File: src/rtl/multicycle_control.sv
// Multicycle RISC-V control unit: Moore FSM driving datapath selects, with
// same-cycle PC write enable, ALU control and immediate-type decode.
module multicycle_control (
  input  logic       i_clk,
  input  logic       i_arst,
  input  logic [6:0] i_op,
  input  logic [2:0] i_funct3,
  input  logic       i_funct7b5,
  input  logic       i_zero,
  output logic       o_pcWriteEn,
  output logic       o_adrSrc,
  output logic       o_irWrite,
  output logic       o_memWrite,
  output logic       o_regWrite,
  output logic [1:0] o_resultSrc,
  output logic [1:0] o_aluSrcA,
  output logic [1:0] o_aluSrcB,
  output logic [1:0] o_immSrc,
  output logic [2:0] o_aluControl,
  output logic [3:0] o_state
);

  typedef enum logic [3:0] {
    FETCH    = 4'd0,
    DECODE   = 4'd1,
    MEMADR   = 4'd2,
    MEMREAD  = 4'd3,
    MEMWB    = 4'd4,
    MEMWRITE = 4'd5,
    EXECUTER = 4'd6,
    ALUWB    = 4'd7,
    EXECUTEI = 4'd8,
    JAL      = 4'd9,
    BEQ      = 4'd10
  } state_t;

  localparam logic [6:0] OP_LW   = 7'b0000011;
  localparam logic [6:0] OP_SW   = 7'b0100011;
  localparam logic [6:0] OP_R    = 7'b0110011;
  localparam logic [6:0] OP_I    = 7'b0010011;
  localparam logic [6:0] OP_JAL  = 7'b1101111;
  localparam logic [6:0] OP_BEQ  = 7'b1100011;

  state_t     state_q, state_d;
  logic       pc_update, branch, ir_write, mem_write, reg_write, adr_src;
  logic [1:0] result_src, alu_src_a, alu_src_b, alu_op;

  always_ff @(posedge i_clk or posedge i_arst) begin
    if (i_arst) state_q <= FETCH;
    else        state_q <= state_d;
  end

  always_comb begin
    state_d    = FETCH;
    pc_update  = 1'b0;
    branch     = 1'b0;
    ir_write   = 1'b0;
    mem_write  = 1'b0;
    reg_write  = 1'b0;
    adr_src    = 1'b0;
    result_src = 2'b00;
    alu_src_a  = 2'b00;
    alu_src_b  = 2'b00;
    alu_op     = 2'b00;
    case (state_q)
      FETCH: begin
        state_d    = DECODE;
        ir_write   = 1'b1;
        alu_src_b  = 2'b10;
        result_src = 2'b10;
        pc_update  = 1'b1;
      end
      DECODE: begin
        alu_src_a = 2'b01;
        alu_src_b = 2'b01;
        case (i_op)
          OP_LW, OP_SW: state_d = MEMADR;
          OP_R:         state_d = EXECUTER;
          OP_I:         state_d = EXECUTEI;
          OP_JAL:       state_d = JAL;
          OP_BEQ:       state_d = BEQ;
          default:      state_d = FETCH;
        endcase
      end
      MEMADR: begin
        state_d   = (i_op == OP_LW) ? MEMREAD : MEMWRITE;
        alu_src_a = 2'b10;
        alu_src_b = 2'b01;
      end
      MEMREAD: begin
        state_d = MEMWB;
        adr_src = 1'b1;
      end
      MEMWB: begin
        result_src = 2'b01;
        reg_write  = 1'b1;
      end
      MEMWRITE: begin
        adr_src   = 1'b1;
        mem_write = 1'b1;
      end
      EXECUTER: begin
        state_d   = ALUWB;
        alu_src_a = 2'b10;
        alu_op    = 2'b10;
      end
      EXECUTEI: begin
        state_d   = ALUWB;
        alu_src_a = 2'b10;
        alu_src_b = 2'b01;
        alu_op    = 2'b10;
      end
      ALUWB: reg_write = 1'b1;
      BEQ: begin
        alu_src_a = 2'b10;
        alu_op    = 2'b01;
        branch    = 1'b1;
      end
      JAL: begin
        state_d   = ALUWB;
        alu_src_a = 2'b01;
        alu_src_b = 2'b10;
        pc_update = 1'b1;
      end
      default: state_d = FETCH;
    endcase
  end

  // Reset holds state at FETCH, so FETCH's write strobes are masked here.
  assign o_pcWriteEn = (pc_update | (branch & i_zero)) & ~i_arst;
  assign o_irWrite   = ir_write  & ~i_arst;
  assign o_memWrite  = mem_write & ~i_arst;
  assign o_regWrite  = reg_write & ~i_arst;
  assign o_adrSrc    = adr_src;
  assign o_resultSrc = result_src;
  assign o_aluSrcA   = alu_src_a;
  assign o_aluSrcB   = alu_src_b;
  assign o_state     = state_q;

  always_comb begin
    case (alu_op)
      2'b00: o_aluControl = 3'b000;
      2'b01: o_aluControl = 3'b001;
      2'b10: begin
        case (i_funct3)
          3'b000:  o_aluControl = (i_op[5] & i_funct7b5) ? 3'b001 : 3'b000;
          3'b010:  o_aluControl = 3'b101;
          3'b110:  o_aluControl = 3'b011;
          3'b111:  o_aluControl = 3'b010;
          default: o_aluControl = 3'b000;
        endcase
      end
      default: o_aluControl = 3'b000;
    endcase
  end

  always_comb begin
    case (i_op)
      OP_LW, OP_I: o_immSrc = 2'b00;
      OP_SW:       o_immSrc = 2'b01;
      OP_BEQ:      o_immSrc = 2'b10;
      OP_JAL:      o_immSrc = 2'b11;
      default:     o_immSrc = 2'b00;
    endcase
  end

endmodule

File: config.mk
export PLATFORM = sky130hd
export DESIGN_NAME = multicycle_control
export DESIGN_NICKNAME = d
export VERILOG_FILES = /design/src/rtl/multicycle_control.sv
export SDC_FILE = /design/constraint.sdc
export NUM_CORES = 1
export LEC_CHECK = 0
export CELL_PAD_IN_SITES_DETAIL_PLACEMENT = 1
export CELL_PAD_IN_SITES_GLOBAL_PLACEMENT = 1
export CORE_ASPECT_RATIO = 1.75
export CORE_MARGIN = 10
export CORE_UTILIZATION = 23
export CTS_BUF_LIST = sky130_fd_sc_hd__clkbuf_8
export CTS_CLUSTER_SIZE = 20
export DETAILED_ROUTE_END_ITERATION = 6
export PLACE_DENSITY = 0.85
export SLEW_MARGIN = 10
export SYNTH_ARGS = -nofsm -noshare
export SYNTH_HDL_FRONTEND = slang
export SYNTH_SLANG_ARGS = --single-unit
File: constraint.sdc
create_clock -name i_clk -period 2.06 [get_ports i_clk]
set_clock_uncertainty 0.15 [all_clocks]
set_input_delay 0.412 -clock i_clk [delete_from_list [all_inputs] [get_ports i_clk]]
set_output_delay 0.412 -clock i_clk [all_outputs]
set_load 0.05 [all_outputs]
# Word level (Yosys, flattened, before mapping)

Cells that the tools add are included.

Equal/unequal tests: 21
Multiplexer cells: 17
Bitwise operators: 8
Reductions and logical operators: 11

Operator list:

| kind                 | number |
|---|---|
| $pmux W4 S5          | 2 |
| $eq A4 B3 Y1 const B | 4 |
| $pmux W2 S2          | 4 |
| $eq A7 B6 Y1 const B | 2 |
| $eq A7 B7 Y1 const B | 2 |
| $eq A4 B4 Y1 const B | 3 |
| $pmux W3 S4          | 1 |
| $reduce_or A2 Y1     | 6 |
| $eq A4 B2 Y1 const B | 2 |
| $eq A7 B2 Y1 const B | 1 |
| $eq A7 B5 Y1 const B | 1 |
| $mux W1              | 7 |
| $and A1 B1 Y1        | 6 |
| $eq A3 B3 Y1 const B | 2 |
| $pmux W2 S3          | 1 |
| $pmux W3 S2          | 1 |
| $reduce_or A3 Y1     | 2 |
| $eq A4 B1 Y1 const B | 1 |
| $logic_not A4 Y1     | 1 |
| $reduce_or A4 Y1     | 1 |
| $eq A3 B2 Y1 const B | 1 |
| $logic_not A3 Y1     | 1 |
| $mux W3              | 1 |
| $eq A2 B1 Y1 const B | 1 |
| other kinds (3)      | 3 |

Register bits after elaboration: 4
Output and inout port bits: 20

# Longest topological paths before layout

Gate-level depths: netlist (run 1).

Depth after elaboration: 5
Gate-level depth with buffers: 7

# Worst setup path after synthesis (run 1)

No wires, ideal clock.

Path type: reg-to-output
Start point: register state_q[3], in the netlist o_state[3]
End point: output o_aluControl[2]
Arrival time: 3,097 ps
Required time: 1,498 ps
Setup slack: -1,599 ps
Cell stages (with the launch flop): 7
Path buffers: 0
Cell sequence: dfrtp_1 nand2b_1 or2_1 a21oi_1 inv_1 ha_1 nor4_1

Cells in the longest elaborated chain, start to end: 5
Elaborated cells on any way between the ends: 8

RTL lines:

| what                                                | line | RTL |
|---|---|---|
| start, declared                                     | 44   | `state_t state_q, state_d;` |
| start signal, assigned                              | 50   | `else state_q <= state_d;` |
| $eq A4 B4 Y1 / $eq A4 B3 Y1 (equally long branches) | 65   | `case (state_q)` |
| $reduce_or A2 Y1 (no line)                          | --   |  |
| $pmux W2 S2 *                                       | 65   |  |
| $eq A2 B2 Y1 / $eq A2 B1 Y1 (equally long branches) | 141  | `case (alu_op)` |
| $pmux W3 S2 *                                       | 141  |  |
| end, declared                                       | 19   | `output logic [2:0] o_aluControl,` |

Every way passes the cells marked *; elsewhere a longest branch is shown, timed or not.

# Worst setup path in the final report (run 1)

Start point: register state_q[2], in the netlist o_state[2]
End point: output o_aluControl[2]

The elaborated chain is that of the path after synthesis.

==> impl_metrics.ini, run 1 <==
[critical_path]
worst_ep_arrival_time_ns = 1.95
crit_path_max_incr_delay_ns = 0.41
cp.buffers_inverters = 2
cp_num_cells = 7
crit_path_end_kind = primary output
critPathRequiredTime_ns = 1.50
r2r.worst_path.cells = 5
setup.worst_path.class = flip-flop to primary output
path_cells = nand2b_4 > or2_4 > a21oi_4 > inv_2 > ha_4 > nor4_4 > buf_12
critical_path_peak_fanout = 2
startpoint_type = flip-flop
cpLargestDelayFamily = simple AND/OR/NAND/NOR gates
critical_path.slowest_cell = sky130_fd_sc_hd__dfrtp_2

[place]
port_buffers = 33
placed_cells_incl_taps = 166
dpl_worst_slack_ns = -0.224
globalplace.congestion = 0.814
place_area_sq_um = 1490
dp_hpwl_um = 2810

[drt]
routed_wirelength_um = 3890
antenna_left = 0
starting_drt_drc_count = 26
route.detailed.vias_per_inst = 5.23
drcViolationCount = 0
detail_route.first_pass.iterations = 2
drt-wirelength-per-cell_um = 22.0
num_vias = 926

[floorplan]
floorplan.die_area_sq_um = 5020
row_count = 24
die_h_um = 86.5
boundaryPins = 34
initial_util_pct = 23.6
core_outline_area_sq_um = 2460
die_x_um = 58.0

[yosys]
dominantRegCellSynth = sky130_fd_sc_hd__dfrtp_1
asyncSetResetFlopFracSynth_pct = 100
synth_fp_nets = 96
netlist_top_cells_area = sky130_fd_sc_hd__dfrtp_1 (17%), sky130_fd_sc_hd__nand2b_1 (6.5%), sky130_fd_sc_hd__nor2_1 (5.8%), sky130_fd_sc_hd__ha_1 (4.3%), sky130_fd_sc_hd__nor3_1 (4.3%)
synth_seq_cells = 4
synth-warning-count = 0
yosysUniqueCellTypes = 33
syn_area_per_cell_sq_um = 7.27
syn-instance-count = 80
post-synth-top-area-fraction_pct = 17.2
synthesis.area_sq_um = 582
synth.largest_area_cell = sky130_fd_sc_hd__dfrtp_1
yosysSeqAreaShare_pct = 17.2
synth-edff-count = 0

[layout]
antenna_cells = 0
max_ffs_per_register = 4
instances_no_fill = 177
multi_input_area_sq_um = 678
nNetsFinal = 169
seqCellArea_sq_um = 105
final_design_area_no_fill_sq_um = 1740
area_delta_synth_final_pct = 199
layout-drive-gt1-share_pct = 70.2
final_cell_mix = sky130_fd_sc_hd__buf_4 (31), sky130_fd_sc_hd__buf_12 (19), sky130_fd_sc_hd__clkdlybuf4s50_1 (8), sky130_fd_sc_hd__buf_6 (7), sky130_fd_sc_hd__dlygate4sd2_1 (5)
n_fill_cell = 242
layout_commonest_cell = sky130_fd_sc_hd__buf_4

[timing]
maxSlewHeadroom_pct = 74.0
min_period_ns = 2.51
finalMaxSlewViolations = 0
setup_viol = 6
hold_violations = 0
finalWorstSetupSlack_ns = -0.449
fin_setup_tns_ns = -1.26
timing.final.crit_share_pct = 122
grt_setup_unrepaired = true
worstMarginPinSlew_ns = 0.388
fmax_ghz = 0.399

[clocking]
holdBufCountCts = 0
cts.path.max_buffers = 2
root_buffer = sky130_fd_sc_hd__clkbuf_8
worstSkewPairLatency_ns = 0.23
tritoncts = yes
worst_setup_hold_path_clk_slew_ns = 0.03
ctsHtreeMaxLevel = 1
tritoncts.num_buffers = 3
clock_sinks = 4

[global_route]
vias_in_the_first_global_route = 1049
grt_first_pass_wirelength_um = 5490
grt_start_max_net_pins = 15
aggregate_global_routing_overflow = 0
antenna_found_initial = 0
grtUsageTotal_pct = 14.4

[pwr]
pwr_density_cell_nw_per_um2 = 808
leakagePower_nw = 0.706
maximum_vdd_drop_mv = 0.525
report.power.total_mw = 1.41

[flow_run]
max_cap_violations = 0

[run_status]
violations = setup timing
run_status = complete, but fails checks

[min_path]
hold_crit_class = input port to asynchronous set/reset pin
## routing by layer
layer	wire, um	up-vias	part of all wire (%)	track usage, %
met5	0	-	0	0
met4	144	0	3.7	8.80
met3	213	15	5.5	5.12
met2	2330	33	60	29.3
met1	1200	452	31	10.2
li1	-	426	-	-
## stage by stage
stage               utilization (%)  hold slack, ns
floorplan                         -          0.0615
CTS                            66.0           0.472
finish                         70.7           0.492
detailed placement             60.6           0.596
global placement               60.6           0.542
global route                   70.7           0.524
## cell usage after synthesis, drive strengths merged, types with 2 or more instances
cell type   n
inv         6
nand3b      3
a21oi       2
nor4        4
buf         5
a211oi      2
nand2       4
and2        3
nand2b      6
or2         2
dfrtp       4
nor3        5
nand3       3
ha          2
nor2       10
o21ai       5
nor4b       2
## worst register-to-register path: stages, from the launching register on
cell	delay, ns
sky130_fd_sc_hd__dfrtp_2	0.44
sky130_fd_sc_hd__buf_6	0.13
sky130_fd_sc_hd__buf_6	0.12
sky130_fd_sc_hd__nor3_2	0.35
sky130_fd_sc_hd__nand3_1	0.16
sky130_fd_sc_hd__o311ai_2	0.11
## cells by family (layout without fill, tap and decap cells)
group / count (synthesis) / in the layout / share of synthesized area (%)
buffers and inverters: 11 / 82 / 9.25
xor gates and xnor gates: 2 / 2 / 3.01
AOI/OAI and AO/OA: 17 / 17 / 20.9
and+or+nand+nor: 44 / 44 / 45.4
adders and majority gates: 2 / 2 / 4.30
DFF: 4 / 4 / 17.2
## report_power, final
| part | internal [mW] | switching, mW |
|---|---|---|
| sequential | 0.0940 | 0.0139 |
| combinational | 0.531 | 0.594 |
| clock | 0.125 | 0.0490 |
| total | 0.750 | 0.657 |
## repair_timing
action	in CTS	in global routing
buffers inserted	3	7
gates resized for setup	26	18
pin swaps	5	8
endpoints found under the setup margin	10	10
## area by class of cell
type | count | share of cell area, %
multi-input cells | 65 | 39.0
inverters | 6 | 1.29
flip-flops and latches | 4 | 6.04
repair buffers | 73 | 49.5
clock buffers | 3 | 2.37
well taps | 26 | 1.87
## final timing paths
path | startpoint | end | slack [ns]
worst min-delay path | i_arst | o_state[3] | 0.49
worst max register to register | o_state[1] | o_state[1] | 0.50
worst max-delay path | o_state[2] | o_aluControl[2] | -0.45
worst min register to register | o_state[0] | o_state[1] | 0.63
min in group i_clk | o_state[0] | o_state[1] | 0.63
max in group asynchronous | i_arst | o_state[2] | 1.15
Note: power is estimated with default switching activity, not from simulation.
==> run 2: changes to the inputs <==
--- a/config.mk
+++ b/config.mk
@@ -14,6 +14,7 @@
 export CTS_CLUSTER_SIZE = 20
 export DETAILED_ROUTE_END_ITERATION = 6
 export PLACE_DENSITY = 0.85
+export RECOVER_POWER = 100
 export SLEW_MARGIN = 10
 export SYNTH_ARGS = -nofsm -noshare
 export SYNTH_HDL_FRONTEND = slang
==> impl_metrics.ini, run 2 (same netlist as run 1, synthesis figures left out) <==
[critical_path]
path_cells = nand2b_4 > or2_4 > a21oi_4 > inv_2 > ha_4 > nor4_4 > buf_12
setup.worst_path.class = flip-flop to primary output
critPathRequiredTime_ns = 1.50
crit_path_end_kind = primary output
critical_path_peak_fanout = 2
critical_path.slowest_cell = sky130_fd_sc_hd__dfrtp_2
startpoint_type = flip-flop
crit_path_max_incr_delay_ns = 0.41
worst_ep_arrival_time_ns = 1.94

[timing]
fmax_ghz = 0.399
finalMaxSlewViolations = 0
setup_viol = 8
maxSlewHeadroom_pct = 74.3
hold_violations = 0
timing.final.crit_share_pct = 122
finalWorstSetupSlack_ns = -0.447
grt_setup_unrepaired = true
min_period_ns = 2.51
worstMarginPinSlew_ns = 0.383
fin_hold_ws_ns = 0.633

[pwr]
leakagePower_nw = 0.704
report.power.total_mw = 1.40
pwr_density_cell_nw_per_um2 = 806
maximum_vdd_drop_mv = 0.520

[place]
place_area_sq_um = 1490
dpl_worst_slack_ns = -0.224
globalplace.congestion = 0.814
port_buffers = 33
dp_hpwl_um = 2810

[global_route]
antenna_found_initial = 0
grt_first_pass_wirelength_um = 5490
aggregate_global_routing_overflow = 0
vias_in_the_first_global_route = 1049
grt_start_max_net_pins = 15
grtUsageTotal_pct = 14.4

[floorplan]
die_x_um = 58.0
die_h_um = 86.5
boundaryPins = 34
core_outline_area_sq_um = 2460
row_count = 24
floorplan.die_area_sq_um = 5020
initial_util_pct = 23.6

[min_path]
hold_crit_class = flip-flop to flip-flop

[drt]
detail_route.first_pass.iterations = 4
drt-wirelength-per-cell_um = 21.7
routed_wirelength_um = 3840
starting_drt_drc_count = 27
num_vias = 920
drcViolationCount = 0
route.detailed.vias_per_inst = 5.20
antenna_left = 0

[clocking]
ctsHtreeMaxLevel = 1
tritoncts.num_buffers = 3
root_buffer = sky130_fd_sc_hd__clkbuf_8
clock_sinks = 4
tritoncts = yes
holdBufCountCts = 0
worst_setup_hold_path_clk_slew_ns = 0.03
worstSkewPairLatency_ns = 0.23
cts.path.max_buffers = 2

[layout]
layout-drive-gt1-share_pct = 68.9
area_delta_synth_final_pct = 198
layout_commonest_cell = sky130_fd_sc_hd__buf_4
nNetsFinal = 169
final_design_area_no_fill_sq_um = 1740
n_fill_cell = 243
antenna_cells = 0
final_cell_mix = sky130_fd_sc_hd__buf_4 (29), sky130_fd_sc_hd__buf_12 (19), sky130_fd_sc_hd__clkdlybuf4s50_1 (7), sky130_fd_sc_hd__buf_6 (7)
max_ffs_per_register = 4

[run_status]
violations = setup timing
run_status = complete, but fails checks

[flow_run]
max_cap_violations = 0
run 2: changes by cell type in the layout (fill, tap and decap cells not counted):
cell,previous run,this run
sky130_fd_sc_hd__dlygate4sd3_1,0,1
sky130_fd_sc_hd__buf_4,31,29
sky130_fd_sc_hd__clkbuf_4,0,1
sky130_fd_sc_hd__inv_2,2,1
sky130_fd_sc_hd__clkbuf_1,0,1
sky130_fd_sc_hd__inv_1,4,5
sky130_fd_sc_hd__clkdlybuf4s50_1,8,7
run 2: stage by stage:
step           TNS, ns  cells  util, %
2_1_floorplan    -1.56     80        -
3_3_place_gp    -0.594    166     60.6
3_5_place_dp    -0.868    166     60.6
4_1_cts          -1.28    172     66.0
5_1_grt          -1.87    177     70.5
6_report         -1.51    177     70.5
run 2: path summary, 6_finish.rpt:
path                                 start               to  slack [ns]  cells after the start
min in group asynchronous           i_arst       o_state[3]        0.71                      4
worst min-delay path            o_state[2]       o_state[0]        0.63                      3
worst max-delay path            o_state[2]  o_aluControl[2]       -0.45                      7
worst max register to register  o_state[1]       o_state[1]        0.50                      5
max in group asynchronous           i_arst       o_state[1]        0.84                      4
worst min register to register  o_state[2]       o_state[0]        0.63                      3
run 2: timing repair:
| action | CTS | global route |
|---|---|---|
| pin swaps | 5 | 8 |
| endpoints found under the setup margin | 10 | 10 |
| resized for setup | 26 | 18 |
| buffers inserted | 3 | 7 |
run 2: layout make-up:
class                           instances  area, sq um  area share, %
Sequential cell                         4          105           6.05
Tap cell                               26         32.5           1.87
Timing Repair Buffer                   73          857           49.4
Multi-Input combinational cell         65          678           39.0
Clock buffer                            3         41.3           2.38
Inverter                                6         22.5           1.30
run 2: report_power, final:
part / switching [mW] / internal, mW
Combinational: 0.590 / 0.530
Clock: 0.0479 / 0.125
Sequential: 0.0139 / 0.0940
Total: 0.652 / 0.749
run 2: layer usage:
metal,up-vias,part of all wire [%],wire [um],track usage (%)
li1,428,-,-,-
met1,445,31,1170,10.2
met2,34,60,2310,29.3
met3,13,5.4,209,5.12
met4,0,3.7,140,8.80
met5,-,0,0,0
run 2: worst max-delay path, delay by kind of cell (launching register included):
family / cells / cell delay [ns]
and+or+nand+nor: 3 / 0.69
adders and majority gates: 1 / 0.23
AOI/OAI and AO/OA: 1 / 0.14
buffers and inverters: 2 / 0.25
DFF: 1 / 0.41
